File: src/rtl/riscv_pkg.sv
// Shared core definitions: unit encoding, scoreboard limits, issue FSM states.
// Latency: n/a (declarations only).
// Backpressure: n/a.
package riscv_pkg;

  // One-hot execution unit vector width and bit positions
  localparam int NB_UNIT     = 6;
  localparam int UNIT_ALU    = 0;
  localparam int UNIT_SHIFT  = 1;
  localparam int UNIT_BRANCH = 2;
  localparam int UNIT_LSU    = 3;
  localparam int UNIT_MULDIV = 4;
  localparam int UNIT_CSR    = 5;

  // Outstanding writes allowed per architectural register
  localparam int MAX_INFLIGHT = 3;

  typedef enum logic {SB_RUN, SB_DRAIN} sb_state_t;

endpackage

File: src/rtl/sb_counter.sv
// Saturating up/down in-flight write counter for one architectural register.
// Latency: new count visible the cycle after inc/dec/clr.
// Backpressure: none; a decrement at zero is dropped, an increment at MAX_CNT is dropped.
module sb_counter #(
  parameter int MAX_CNT = riscv_pkg::MAX_INFLIGHT,
  parameter int CW      = $clog2(MAX_CNT + 1)
) (
  input  logic          clk,
  input  logic          reset_n,
  input  logic          inc_i,
  input  logic          dec_i,
  input  logic          clr_i,
  output logic [CW-1:0] cnt_o
);

  localparam logic [CW-1:0] CNT_MAX = CW'(MAX_CNT);

  logic [CW-1:0] cnt_q, cnt_d;
  logic          dec_ok;

  // Next count: clear wins; simultaneous inc and valid dec cancel out
  always_comb begin
    cnt_d  = cnt_q;
    dec_ok = dec_i & (cnt_q != '0);
    if (clr_i) begin
      cnt_d = '0;
    end else if (inc_i & ~dec_ok) begin
      if (cnt_q != CNT_MAX) cnt_d = cnt_q + CW'(1);
    end else if (dec_ok & ~inc_i) begin
      cnt_d = cnt_q - CW'(1);
    end
  end

  // Count register
  always_ff @(posedge clk or negedge reset_n) begin
    if (!reset_n) cnt_q <= '0;
    else          cnt_q <= cnt_d;
  end

  assign cnt_o = cnt_q;

endmodule

File: src/rtl/issue_scoreboard.sv
// In-order issue gate: blocks RAW, saturated WAW, busy units and serializing ops until drained.
// Latency: issue decision is combinational (0 cycles); counters update on the next edge.
// Backpressure: valid/ready to execute; dec_ready_o only when issued and accepted.
// Optional ISSUE_SCOREBOARD_BYPASS_EN: a same-cycle final write-back releases source/serial hazards.
module issue_scoreboard #(
  parameter int NB_UNIT      = riscv_pkg::NB_UNIT,
  parameter int MAX_INFLIGHT = riscv_pkg::MAX_INFLIGHT
) (
  input  logic               clk,
  input  logic               reset_n,
  input  logic               dec_v_i,
  output logic               dec_ready_o,
  input  logic               dec_rd_v_i,
  input  logic [4:0]         dec_rd_adr_i,
  input  logic               dec_rs1_v_i,
  input  logic [4:0]         dec_rs1_adr_i,
  input  logic               dec_rs2_v_i,
  input  logic [4:0]         dec_rs2_adr_i,
  input  logic [NB_UNIT-1:0] dec_unit_i,
  input  logic               dec_serialize_i,
  input  logic [NB_UNIT-1:0] unit_busy_i,
  output logic               issue_v_o,
  input  logic               issue_ready_i,
  output logic [NB_UNIT-1:0] issue_unit_o,
  input  logic               wbk_v_i,
  input  logic [4:0]         wbk_adr_i,
  input  logic               flush_i,
  output logic               stall_raw_o,
  output logic               stall_waw_o,
  output logic               stall_unit_o,
  output logic               stall_serial_o,
  output logic               idle_o,
  output logic               wbk_err_o
);

  localparam int            CW      = $clog2(MAX_INFLIGHT + 1);
  localparam logic [CW-1:0] CNT_MAX = CW'(MAX_INFLIGHT);

  logic [CW-1:0] cnt [32];
  logic [31:0]   inc_vec, dec_vec, busy_vec;
  logic          any_busy, rs1_hz, rs2_hz, raw, waw, unit_blk, serial_blk;
  logic          ok, fire, blocked, err_set;
  logic          err_q;
  riscv_pkg::sb_state_t state_q, state_d;

  // x0 is never tracked
  assign cnt[0]     = '0;
  assign inc_vec[0] = 1'b0;
  assign dec_vec[0] = 1'b0;

  for (genvar r = 1; r < 32; r++) begin : g_reg
    // Write-backs during a flush are discarded along with everything else
    assign inc_vec[r] = fire & dec_rd_v_i & (dec_rd_adr_i == 5'(r));
    assign dec_vec[r] = wbk_v_i & ~flush_i & (wbk_adr_i == 5'(r));
    sb_counter #(.MAX_CNT(MAX_INFLIGHT), .CW(CW)) u_cnt (
      .clk     (clk),
      .reset_n (reset_n),
      .inc_i   (inc_vec[r]),
      .dec_i   (dec_vec[r]),
      .clr_i   (flush_i),
      .cnt_o   (cnt[r])
    );
  end

  // Per-register "write in flight" flags
  always_comb begin
    busy_vec = '0;
    for (int r = 0; r < 32; r++) busy_vec[r] = (cnt[r] != '0);
  end

  assign any_busy = |busy_vec;

`ifdef ISSUE_SCOREBOARD_BYPASS_EN
  logic [31:0] last_vec;

  // Registers whose final outstanding write retires this cycle
  always_comb begin
    last_vec = '0;
    for (int r = 0; r < 32; r++) last_vec[r] = dec_vec[r] & (cnt[r] == CW'(1));
  end

  assign rs1_hz     = dec_rs1_v_i & busy_vec[dec_rs1_adr_i] & ~last_vec[dec_rs1_adr_i];
  assign rs2_hz     = dec_rs2_v_i & busy_vec[dec_rs2_adr_i] & ~last_vec[dec_rs2_adr_i];
  assign serial_blk = dec_serialize_i & |(busy_vec & ~last_vec);
`else
  assign rs1_hz     = dec_rs1_v_i & busy_vec[dec_rs1_adr_i];
  assign rs2_hz     = dec_rs2_v_i & busy_vec[dec_rs2_adr_i];
  assign serial_blk = dec_serialize_i & any_busy;
`endif

  assign raw      = rs1_hz | rs2_hz;
  assign waw      = dec_rd_v_i & (dec_rd_adr_i != 5'd0) & (cnt[dec_rd_adr_i] == CNT_MAX);
  assign unit_blk = |(dec_unit_i & unit_busy_i);
  assign ok       = dec_v_i & ~raw & ~waw & ~unit_blk & ~serial_blk & ~flush_i;
  assign fire     = ok & issue_ready_i;
  assign blocked  = dec_v_i & ~flush_i & ~ok;

  assign issue_v_o    = ok;
  assign dec_ready_o  = fire;
  assign issue_unit_o = ok ? dec_unit_i : '0;

  // Exactly one stall cause per blocked cycle: serial > raw > waw > unit
  assign stall_serial_o = blocked & serial_blk;
  assign stall_raw_o    = blocked & ~serial_blk & raw;
  assign stall_waw_o    = blocked & ~serial_blk & ~raw & waw;
  assign stall_unit_o   = blocked & ~serial_blk & ~raw & ~waw & unit_blk;

  // Drain FSM next state: enter on a blocked serializer, leave once nothing is in flight
  always_comb begin
    state_d = state_q;
    if (flush_i) begin
      state_d = riscv_pkg::SB_RUN;
    end else begin
      case (state_q)
        riscv_pkg::SB_RUN:   if (dec_v_i & dec_serialize_i & any_busy) state_d = riscv_pkg::SB_DRAIN;
        riscv_pkg::SB_DRAIN: if (!any_busy) state_d = riscv_pkg::SB_RUN;
        default:             state_d = riscv_pkg::SB_RUN;
      endcase
    end
  end

  // Drain FSM state register
  always_ff @(posedge clk or negedge reset_n) begin
    if (!reset_n) state_q <= riscv_pkg::SB_RUN;
    else          state_q <= state_d;
  end

  assign err_set = wbk_v_i & ~flush_i & (wbk_adr_i != 5'd0) & ~busy_vec[wbk_adr_i];

  // Sticky flag for a write-back with nothing outstanding on its register
  always_ff @(posedge clk or negedge reset_n) begin
    if (!reset_n) err_q <= 1'b0;
    else          err_q <= err_q | err_set;
  end

  assign wbk_err_o = err_q;
  assign idle_o    = ~any_busy & (state_q == riscv_pkg::SB_RUN);

endmodule

File: config.mk
export PLATFORM = sky130hd
export DESIGN_NAME = issue_scoreboard
export DESIGN_NICKNAME = d
export VERILOG_FILES = /design/src/rtl/riscv_pkg.sv /design/src/rtl/sb_counter.sv /design/src/rtl/issue_scoreboard.sv
export SDC_FILE = /design/constraint.sdc
export NUM_CORES = 1
export LEC_CHECK = 0
export ABC_CLOCK_PERIOD_IN_PS = 5900
export CAP_MARGIN = 0
export CORE_MARGIN = 2
export CORE_UTILIZATION = 60
export CTS_CLUSTER_DIAMETER = 50
export DETAILED_ROUTE_END_ITERATION = 12
export HOLD_SLACK_MARGIN = 0.02
export PLACE_DENSITY_LB_ADDON = 0.08
export SYNTH_ARGS = -nofsm -noshare
export SYNTH_HDL_FRONTEND = slang
export SYNTH_SLANG_ARGS = --single-unit
File: constraint.sdc
create_clock -name clk -period 5.9 [get_ports clk]
set_input_delay 0.59 -clock clk [delete_from_list [all_inputs] [get_ports clk]]
set_output_delay 0.59 -clock clk [all_outputs]
set_load 0.01 [all_outputs]
==> reports/metrics.cfg, run 1 <==
[outcome]
status=complete, no violations

[setup_path]
crit_arrival_ps=4090
critPathRequiredTime_ps=5310
endpoint_kind=output pin
r2r_start=g_reg[4].u_cnt.cnt_o[0]
crit_fanout=14
start_kind=input port
critPathKind=in -> out
critical_path.startpoint=dec_rs2_adr_i[0]

[place]
gp_congestion=1.03
post-dp-hpwl_mm=15.7
io_buffers=55

[global_routing]
antenna_found_initial=0
grt_pass1_wl_mm=34.9
grt_overflow=0
grtUsageTotal_pct=41.4
grt_max_degree=65
grt_pass1_vias=6371

[finish]
drive_above_1_share_pct=9.03
n_antenna_cell=0
fin_nets=814
area_growth_pct=10.8

[synthesis]
ys_async_sr_fraction_pct=100
synthTopCellsByArea=dfrtp_1 26%, mux4_2 8.2%, nand2_1 4.5%, nor2_1 4.3%, a21oi_1 3.7%
synth_top_cell_by_area=dfrtp_1
synthCells=757
synth_fp_nets=799
syn_area_mm2=0.00605
syn_avg_cell_area_um2=7.99
ys_types=77
ys_ff_latch=64
ys.flop_type=dfrtp_1
yosysSeqAreaShare_pct=26.5
synth_edf_count=0
yosys.area.top_type_share_pct=26.5
yosysWarningCount=0

[cts]
numCtsBuffers=9
path_clk_slew_ps=70
cts_tree=built
cts.repair.resized=0
hold_buffers=0
clk_latency_ps=370
root_buffer=clkbuf_8
cts_setup_buffers=0
cts.sinks=64
htreeDepth=3
clockBufferDepth=2

[min_path]
hp-class=in -> async

[timing]
fin_crit_sh_pct=79.3
slew_headroom_pct=13.7
slew_viol_final=0
tightest_slew_ps=1290
rsz0062_at_grt=false
setup_violations=0
clock_skew_ps=12.3
fin_setup_tns_ps=0
min_period_ps=4680
finalHoldViolCount=0
max_freq_ghz=0.214

[die]
die_w_um=104
die_area_mm2=0.0109
boundaryPins=56
num_rows=36
start_util_pct=61.9
core_area_mm2=0.00977
die_h_um=104

[drt]
via_count=6724
drt_iter0_drc=881
drtPass1Iterations=5
detail-route-antenna-nets=0
via_per_inst=7.41
wl_per_cell_um=24.4
routed_wl_mm=22.2
drc=0

[run]
drv_cap=0

[power]
power_density_mw_per_mm2=141
ir_worst_vdd_mv=0.131
leakage_uw=0.00241
p_total_uw=944

## final timing paths
path                                       endpoint  slack [ps]  cells after the start
max in group asynchronous  g_reg[27].u_cnt.cnt_o[1]        4900                      2
setup / recovery                    issue_unit_o[4]        1220                     10
setup reg to reg           g_reg[27].u_cnt.cnt_o[1]        1770                      9
hold reg to reg                           wbk_err_o         480                      1
hold / removal              g_reg[8].u_cnt.cnt_o[1]         410                      2
min in group clk                          wbk_err_o         480                      1
## critical path, cell delays in order
cell and delay [ps]:
clkdlybuf4s50_1 790, or3b_1 400, o311ai_0 110, a21oi_1 110, o2111a_1 290, nor4_4 520, nand4_1 300, inv_1 260
and2_1 160, clkdlybuf4s50_1 540
## kinds of logic after synthesis
logic type	count (synthesis)	synth area share, %
simple gates	378	33.1
compound gates	201	23.3
buf+inv	71	5.34
flops	64	26.5
mux	38	11.0
xor+xnor	5	0.724
## cells in the final DEF, fill, tap and decap left out, types with 9 or more instances in the layout
cell	n
a211oi_1	9
a21o_1	12
a21oi_1	45
a311oi_1	9
a31oi_1	13
and2_1	27
and3_1	24
clkbuf_8	10
clkdlybuf4s50_1	52
dfrtp_1	64
inv_1	11
mux4_2	22
nand2_1	73
nand2b_1	12
nand3_1	29
nand4_1	19
nor2_1	70
nor2b_1	17
nor3_1	37
nor3b_1	18
nor4_1	24
o21ai_0	33
## synth_stat cells, types with 3 or more instances
cell type and instances:
o21ai_0 33, nor2b_1 17, buf_4 5, mux4_2 22, a21boi_0 5, nand3b_1 3
o31a_1 5, or3b_1 3, o22ai_1 4, nor2_1 70, mux2_1 4, nand2b_1 12
o2111ai_1 3, mux2i_1 6, xnor2_1 5, nand4_1 19, nand3_2 3, o311ai_0 4
nand3_1 29, o211ai_1 6, buf_1 3, a311oi_1 9, a311o_1 4, o32ai_1 7
clkbuf_1 38, dfrtp_1 64, a41o_1 5, o21a_1 6, a21oi_1 45, and2_1 28
inv_1 11, buf_2 9, nand2_1 73, a31oi_1 13, a22oi_1 4, or3_1 3
nor3b_1 18, a211oi_1 9, nor4_1 24, a21o_1 12, and3_1 24, nor3_1 39
mux2_2 6
## state kept, by name, indices dropped and copies added (netlist names)
| signal | count |
|---|---|
| g.u_cnt.cnt_o | 62 |
| state_q | 1 |
| wbk_err_o | 1 |
## per-layer routing
| metal | vias to the layer above | global-route usage (%) | routed length, um |
|---|---|---|---|
| met4 | 0 | 22.5 | 1160 |
| met3 | 112 | 11.3 | 2890 |
| li1 | 2921 | - | - |
| met1 | 3194 | 55.0 | 8380 |
| met2 | 497 | 61.2 | 9740 |
| met5 | - | 0 | 0 |
## metrics by stage
stage | hold slack, ps | util (%) | setup slack (ps) | cells | area [um^2]
6_report | 405 | 68.5 | 1220 | 908 | 6700
4_1_cts | 440 | 68.5 | 1250 | 908 | 6700
5_1_grt | 493 | 68.5 | 966 | 908 | 6700
3_3_place_gp | 442 | 66.9 | 1410 | 894 | 6540
2_1_floorplan | 294 | - | 2740 | 757 | 6050
3_5_place_dp | 456 | 66.9 | 1240 | 894 | 6540
## power breakdown
group / leakage (uW) / total [uW] / internal [uW] / switching [uW]
Clock: 0.0000838 / 335 / 157 / 178
Sequential: 0.000889 / 439 / 439 / 0.245
Combinational: 0.00144 / 170 / 60.5 / 110
## layout make-up
| class | count | area [um^2] |
|---|---|---|
| tap | 133 | 166 |
| multi-input combinational | 622 | 4130 |
| clock inverter | 4 | 22.5 |
| timing repair buffer | 62 | 588 |
| fill | 805 | 3080 |
| clock buffer | 10 | 138 |
| sequential | 64 | 1600 |
| inverter | 13 | 48.8 |
No activity file was read; power rests on OpenSTA's default activity.
==> run 2: changes to the inputs <==
ABC_CLOCK_PERIOD_IN_PS = 3800   (was 5900)
CORE_UTILIZATION = 54   (was 60)
clock period = 3.8 ns   (was 5.9 ns; I/O delays follow)
==> run 2 against run 1 <==
Die area grew 11%. Power increased by 67%. Via count is essentially flat. Sequential power up 55%. Wire length is 3.7% higher. Critical path depth stayed put. Design area is 5.3% higher. Largest power group unchanged. Largest cell class unchanged. Flip-flop and latch count is the same. Combinational power increased by 69%. Count of clock-buffer cells in the layout up 1. Clock skew is 3.5 ps lower.
==> reports/metrics.cfg, run 2 (same netlist as run 1, synthesis figures left out) <==
[global_routing]
grt_overflow=0  ; unchanged
grt_pass1_vias=6454  ; +1.3%
antenna_found_initial=0  ; unchanged
grt_max_degree=65  ; unchanged
grtUsageTotal_pct=40.1  ; -1.3 points
grt_pass1_wl_mm=35.6  ; +1.9%

[power]
seqPwrFrac_pct=43.1  ; -3.4 points
p_total_uw=1580  ; +67%
comb_power_share_pct=18.2  ; +0.2 points
ir_worst_vdd_mv=0.218  ; +66%
power.switching_uw=457  ; +58%
leakage_uw=0.00260  ; +7.8%
internal-power_uw=1120  ; +71%
clkPwrFrac_pct=38.7  ; +3.2 points
p_sw_share_pct=28.9  ; -1.6 points
power_density_mw_per_mm2=224  ; +59%

[setup_path]
start_kind=flip-flop
endpoint_kind=output pin
critPathRequiredTime_ps=3420  ; -1890 ps
crit_arrival_ps=3330  ; -760 ps
crit_fanout=9  ; -5
critPathKind=reg -> out

[drt]
via_per_inst=7.11  ; -4.0%
drt_iter0_drc=788  ; -11%
drc=0  ; unchanged
wl_per_cell_um=24.3  ; -0.53%
detail-route-antenna-nets=0  ; unchanged
drtPass1Iterations=6  ; +1
via_count=6730  ; +0.089%
routed_wl_mm=23.0  ; +3.7%

[die]
boundaryPins=56  ; unchanged
die_area_mm2=0.0121  ; +11%
num_rows=38  ; +5.6%
die_w_um=110  ; +5.2%
die_h_um=110  ; +5.2%
core_area_mm2=0.0109  ; +11%
start_util_pct=55.5  ; -6.3 points

[cts]
cts_tree=built
htreeDepth=3  ; unchanged
cts.sinks=64  ; unchanged
path_clk_slew_ps=80  ; about the same
clk_latency_ps=360  ; about the same
hold_buffers=0  ; unchanged
numCtsBuffers=9  ; unchanged
clockBufferDepth=2  ; unchanged
root_buffer=clkbuf_8

[run]
drv_cap=0  ; unchanged

[timing]
setup_violations=0  ; unchanged
clock_skew_ps=8.75  ; -3.52 ps
slew_headroom_pct=40.3  ; +27 points
finalHoldViolCount=0  ; unchanged
min_period_ps=3710
max_freq_ghz=0.270
slew_viol_final=0  ; unchanged
fin_crit_sh_pct=97.6
tightest_slew_ps=895  ; -397 ps
worst_slack_ps=91.5  ; -1130 ps
fin_setup_tns_ps=0  ; unchanged

[place]
preCtsSetupSlack_ps=124  ; -1110 ps
io_buffers=55  ; unchanged
placed_area_mm2=0.00681  ; +4.1%
post-dp-hpwl_mm=16.9  ; +7.1%
gp_congestion=1.08  ; +5.1%

[finish]
drive_above_1_share_pct=14.1  ; +5.1 points
finish.utilization_pct=64.8  ; -3.8 points
final_cell_mix=73 x nand2_1, 67 x nor2_1, 60 x dfrtp_1, 51 x clkdlybuf4s50_1, 45 x a21oi_1
multi_input_area_mm2=0.00417  ; +0.91%
area_growth_pct=16.6
seqCellArea_mm2=0.00161  ; +0.31%
fin_nets=846  ; +3.9%
final_cell_area_mm2=0.00705  ; +5.3%
largest_register_ffs=62  ; unchanged
layout_commonest_cell=nand2_1
n_antenna_cell=0  ; unchanged
fill_cells=961  ; +19%

[min_path]
hp-class=in -> async

[outcome]
status=complete, no violations

[run 2: cell type report]
class | instances | share of cell area [%]
Multi-Input combinational cell | 622 | 59.2
Sequential cell | 64 | 22.8
Timing Repair Buffer | 94 | 12.1
Tap cell | 140 | 2.48
Clock buffer | 11 | 2.15
Inverter | 13 | 0.692
Clock inverter | 3 | 0.603
[run 2: worst max-delay path, stage by stage (launching register included)]
cell             delay (ps)
dfrtp_1                 520
nor4_1                  450
nand4_1                 170
nor4_2                  290
buf_4                   180
nand2b_1                150
nor2b_2                 200
nand4_1                 150
inv_2                   150
and2_1                  160
clkdlybuf4s50_1         540
[run 2: power by group through the flow]
stage	Clock [uW]	Combinational (uW)	Sequential, uW
after global placement	0	273	694
after global routing	652	307	681
after floorplan	0	147	694
final	612	287	681
after CTS	625	279	681
after detailed placement	0	277	694
[run 2: worst paths after layout]
| kind | from | end | slack (ps) | cells past startpoint |
|---|---|---|---|---|
| worst max-delay path | g_reg[14].u_cnt.cnt_o[0] | issue_unit_o[4] | 90 | 10 |
| worst min-delay path | reset_n | g_reg[14].u_cnt.cnt_o[0] | 170 | 2 |
| worst max register to register | g_reg[31].u_cnt.cnt_o[1] | g_reg[4].u_cnt.cnt_o[0] | 580 | 11 |
| worst min register to register | wbk_err_o | wbk_err_o | 500 | 1 |
| max in group asynchronous | reset_n | g_reg[7].u_cnt.cnt_o[0] | 2930 | 2 |
| min in group clk | wbk_err_o | wbk_err_o | 500 | 1 |
[run 2: what timing repair did]
item                                    in CTS  in global routing
setup buffers                                0                  1
resized for setup                            1                 13
pin swaps                                    0                  2
endpoints found under the setup margin       7                 10
[run 2: through the flow]
| stage | cells | hold WS, ps |
|---|---|---|
| 2_1_floorplan | 757 | 84.4 |
| 3_3_place_gp | 932 | 445 |
| 3_5_place_dp | 932 | 474 |
| 4_1_cts | 946 | 229 |
| 5_1_grt | 947 | 270 |
| 6_report | 947 | 173 |
[run 2: layer usage]
metal  GRT usage (%)  vias up  share of wire [%]
met5               0        -                  0
met4            23.0        0                5.6
met3            12.2       93                 12
met2            57.3      437                 43
met1            53.4     3219                 39
li1                -     2981                  -
==> run 3: changes to the inputs <==
REMOVE_ABC_BUFFERS = 1   (was default)
==> run 3 against run 2 <==
Core utilization up 0.44 points. Clock skew shrank 4.5 ps. Wire length grew 1.7%. Hold slack got worse by 80 ps. Sequential share of layout area about the same. Global-route usage up 0.13 points. Non-clock buffer count shrank 5. Flip-flop and latch count stayed put.
==> reports/metrics.cfg, run 3 (same netlist as run 1, synthesis figures left out) <==
[outcome]
status=complete, no violations

[power]
p_total_uw=1530  ; -3.4%
comb_power_share_pct=19.1  ; +0.9 points
seqPwrFrac_pct=44.6  ; +1.5 points
p_sw_share_pct=32.3  ; +3.4 points
clkPwrFrac_pct=36.3  ; -2.4 points
power_density_mw_per_mm2=215  ; -4.1%
power.switching_uw=493  ; +8.0%
ir_worst_vdd_mv=0.240  ; +10%
leakage_uw=0.00260  ; -0.22%
internal-power_uw=1030  ; -8.0%

[place]
dp.cells=927  ; -0.54%
post-dp-hpwl_mm=17.1  ; +1.3%
gp_congestion=1.05  ; -2.9%
preCtsSetupSlack_ps=42.5  ; -81.8 ps
io_buffers=55  ; unchanged

[finish]
layout_commonest_cell=nand2_1
fin_nets=841  ; -0.59%
drive_above_1_share_pct=15.7  ; +1.5 points
area_growth_pct=17.4
fill_cells=951  ; -1.0%
largest_register_ffs=62  ; unchanged
final_cells=944  ; -0.32%
n_antenna_cell=0  ; unchanged
final_cell_mix=73 x nand2_1, 68 x nor2_1, 53 x dfrtp_1, 50 x clkdlybuf4s50_1, 45 x a21oi_1

[timing]
clock_skew_ps=4.23  ; -4.52 ps
worst_slack_ps=125  ; +33.5 ps
slew_headroom_pct=44.2  ; +3.9 points
finalHoldViolCount=0  ; unchanged
fin_crit_sh_pct=96.7  ; -0.88 points
slew_viol_final=0  ; unchanged
hold_slack_ps=92.8  ; -79.9 ps
min_period_ps=3670  ; -33.5 ps
tightest_slew_ps=837  ; -58.0 ps
setup_violations=0  ; unchanged
max_freq_ghz=0.272  ; +0.91%

[global_routing]
grtUsageTotal_pct=40.2  ; +0.13 points
grt_pass1_wl_mm=36.1  ; +1.4%
grt_max_degree=45  ; -31%
grt_pass1_vias=6535  ; +1.3%
antenna_found_initial=0  ; unchanged
grt_overflow=0  ; unchanged

[drt]
detail-route-antenna-nets=0  ; unchanged
via_per_inst=7.23  ; +1.7%
drtPass1Iterations=5  ; -1
via_count=6821  ; +1.4%
drt_iter0_drc=853  ; +8.2%
drc=0  ; unchanged
wl_per_cell_um=24.8  ; +2.0%
routed_wl_mm=23.4  ; +1.7%

[cts]
clk_latency_ps=380  ; +20 ps
cts.sinks=64  ; unchanged
numCtsBuffers=9  ; unchanged
root_buffer=clkbuf_8
cts_tree=built
path_clk_slew_ps=80  ; about the same
htreeDepth=3  ; unchanged
clockBufferDepth=2  ; unchanged
hold_buffers=0  ; unchanged

[setup_path]
critPathKind=reg -> out
critical_path.startpoint=g_reg[20].u_cnt.cnt_o[0]
r2r_start=g_reg[20].u_cnt.cnt_o[0]
endpoint_kind=output pin
crit_arrival_ps=3290  ; -40 ps
critPathRequiredTime_ps=3420  ; about the same
crit_fanout=8  ; -1
start_kind=flip-flop

[run]
drv_cap=0  ; unchanged

[die]
die_w_um=110  ; unchanged
die_h_um=110  ; unchanged
die_area_mm2=0.0121  ; unchanged
boundaryPins=56  ; unchanged
core_area_mm2=0.0109  ; unchanged
start_util_pct=55.5  ; unchanged
num_rows=38  ; unchanged

[min_path]
hp-class=in -> async

==> run 3: changes by cell type in the layout (fill, tap and decap cells not counted), sizes merged <==
| cell | previous run | this run |
|---|---|---|
| buf | 42 | 37 |
| bufinv | 1 | 0 |
| clkbuf | 11 | 10 |
| clkdlybuf4s50 | 51 | 50 |
| clkinv | 2 | 3 |
| clkinvlp | 1 | 2 |
| dlymetal6s2s | 1 | 2 |
| inv | 12 | 14 |
==> run 3: final timing paths <==
path,end,slack [ps],cells past startpoint
min in group clk,wbk_err_o,430,3
min reg2reg,wbk_err_o,480,1
max,issue_unit_o[1],130,10
max in group asynchronous,g_reg[10].u_cnt.cnt_o[0],2730,2
min,g_reg[7].u_cnt.cnt_o[1],90,1
max reg2reg,g_reg[22].u_cnt.cnt_o[1],630,11
==> run 3: power groups by stage <==
stage	Clock [uW]	Sequential (uW)	Combinational (uW)
4_1_cts	556	681	284
6_report	555	681	291
3_5_place_dp	0	694	283
3_3_place_gp	0	694	277
5_1_grt	580	681	310
2_1_floorplan	0	695	101
==> run 3: layer usage <==
| metal | wire length, um | GRT usage (%) |
|---|---|---|
| met1 | 9180 | 54.6 |
| met4 | 1150 | 20.2 |
| met5 | 0 | 0 |
| met2 | 10400 | 60.6 |
| met3 | 2620 | 8.24 |
==> run 3: layout make-up <==
cell class,count,area (um^2),area share [%]
Clock buffer,10,128,1.80
Clock inverter,6,43.8,0.617
Inverter,13,52.6,0.740
Multi-Input combinational cell,622,4240,59.7
Sequential cell,64,1620,22.8
Tap cell,140,175,2.47
Timing Repair Buffer,89,846,11.9
==> run 3: worst max-delay path, stage by stage (launching register included) <==
cell	delay [ps]
dfrtp_1	510
nor4_2	370
nand4_1	220
nor4_4	320
buf_4	180
nand2b_1	120
nor2b_2	170
nand4_1	160
inv_2	160
and2_1	150
clkdlybuf4s50_1	560
==> run 3: stage by stage <==
stage,area (um^2),utilization [%],setup TNS [ps]
global placement,6790,62.4,0
CTS,7010,64.4,0
floorplan,5770,-,0
detailed placement,6790,62.4,0
global route,7100,65.2,-28.5
finish,7100,65.2,0
==> run 3: what timing repair did <==
action / CTS / global route
gates resized for setup: 7 / 26
pin swaps: 0 / 3
setup endpoints to repair: 8 / 10
buffers inserted: 0 / 1
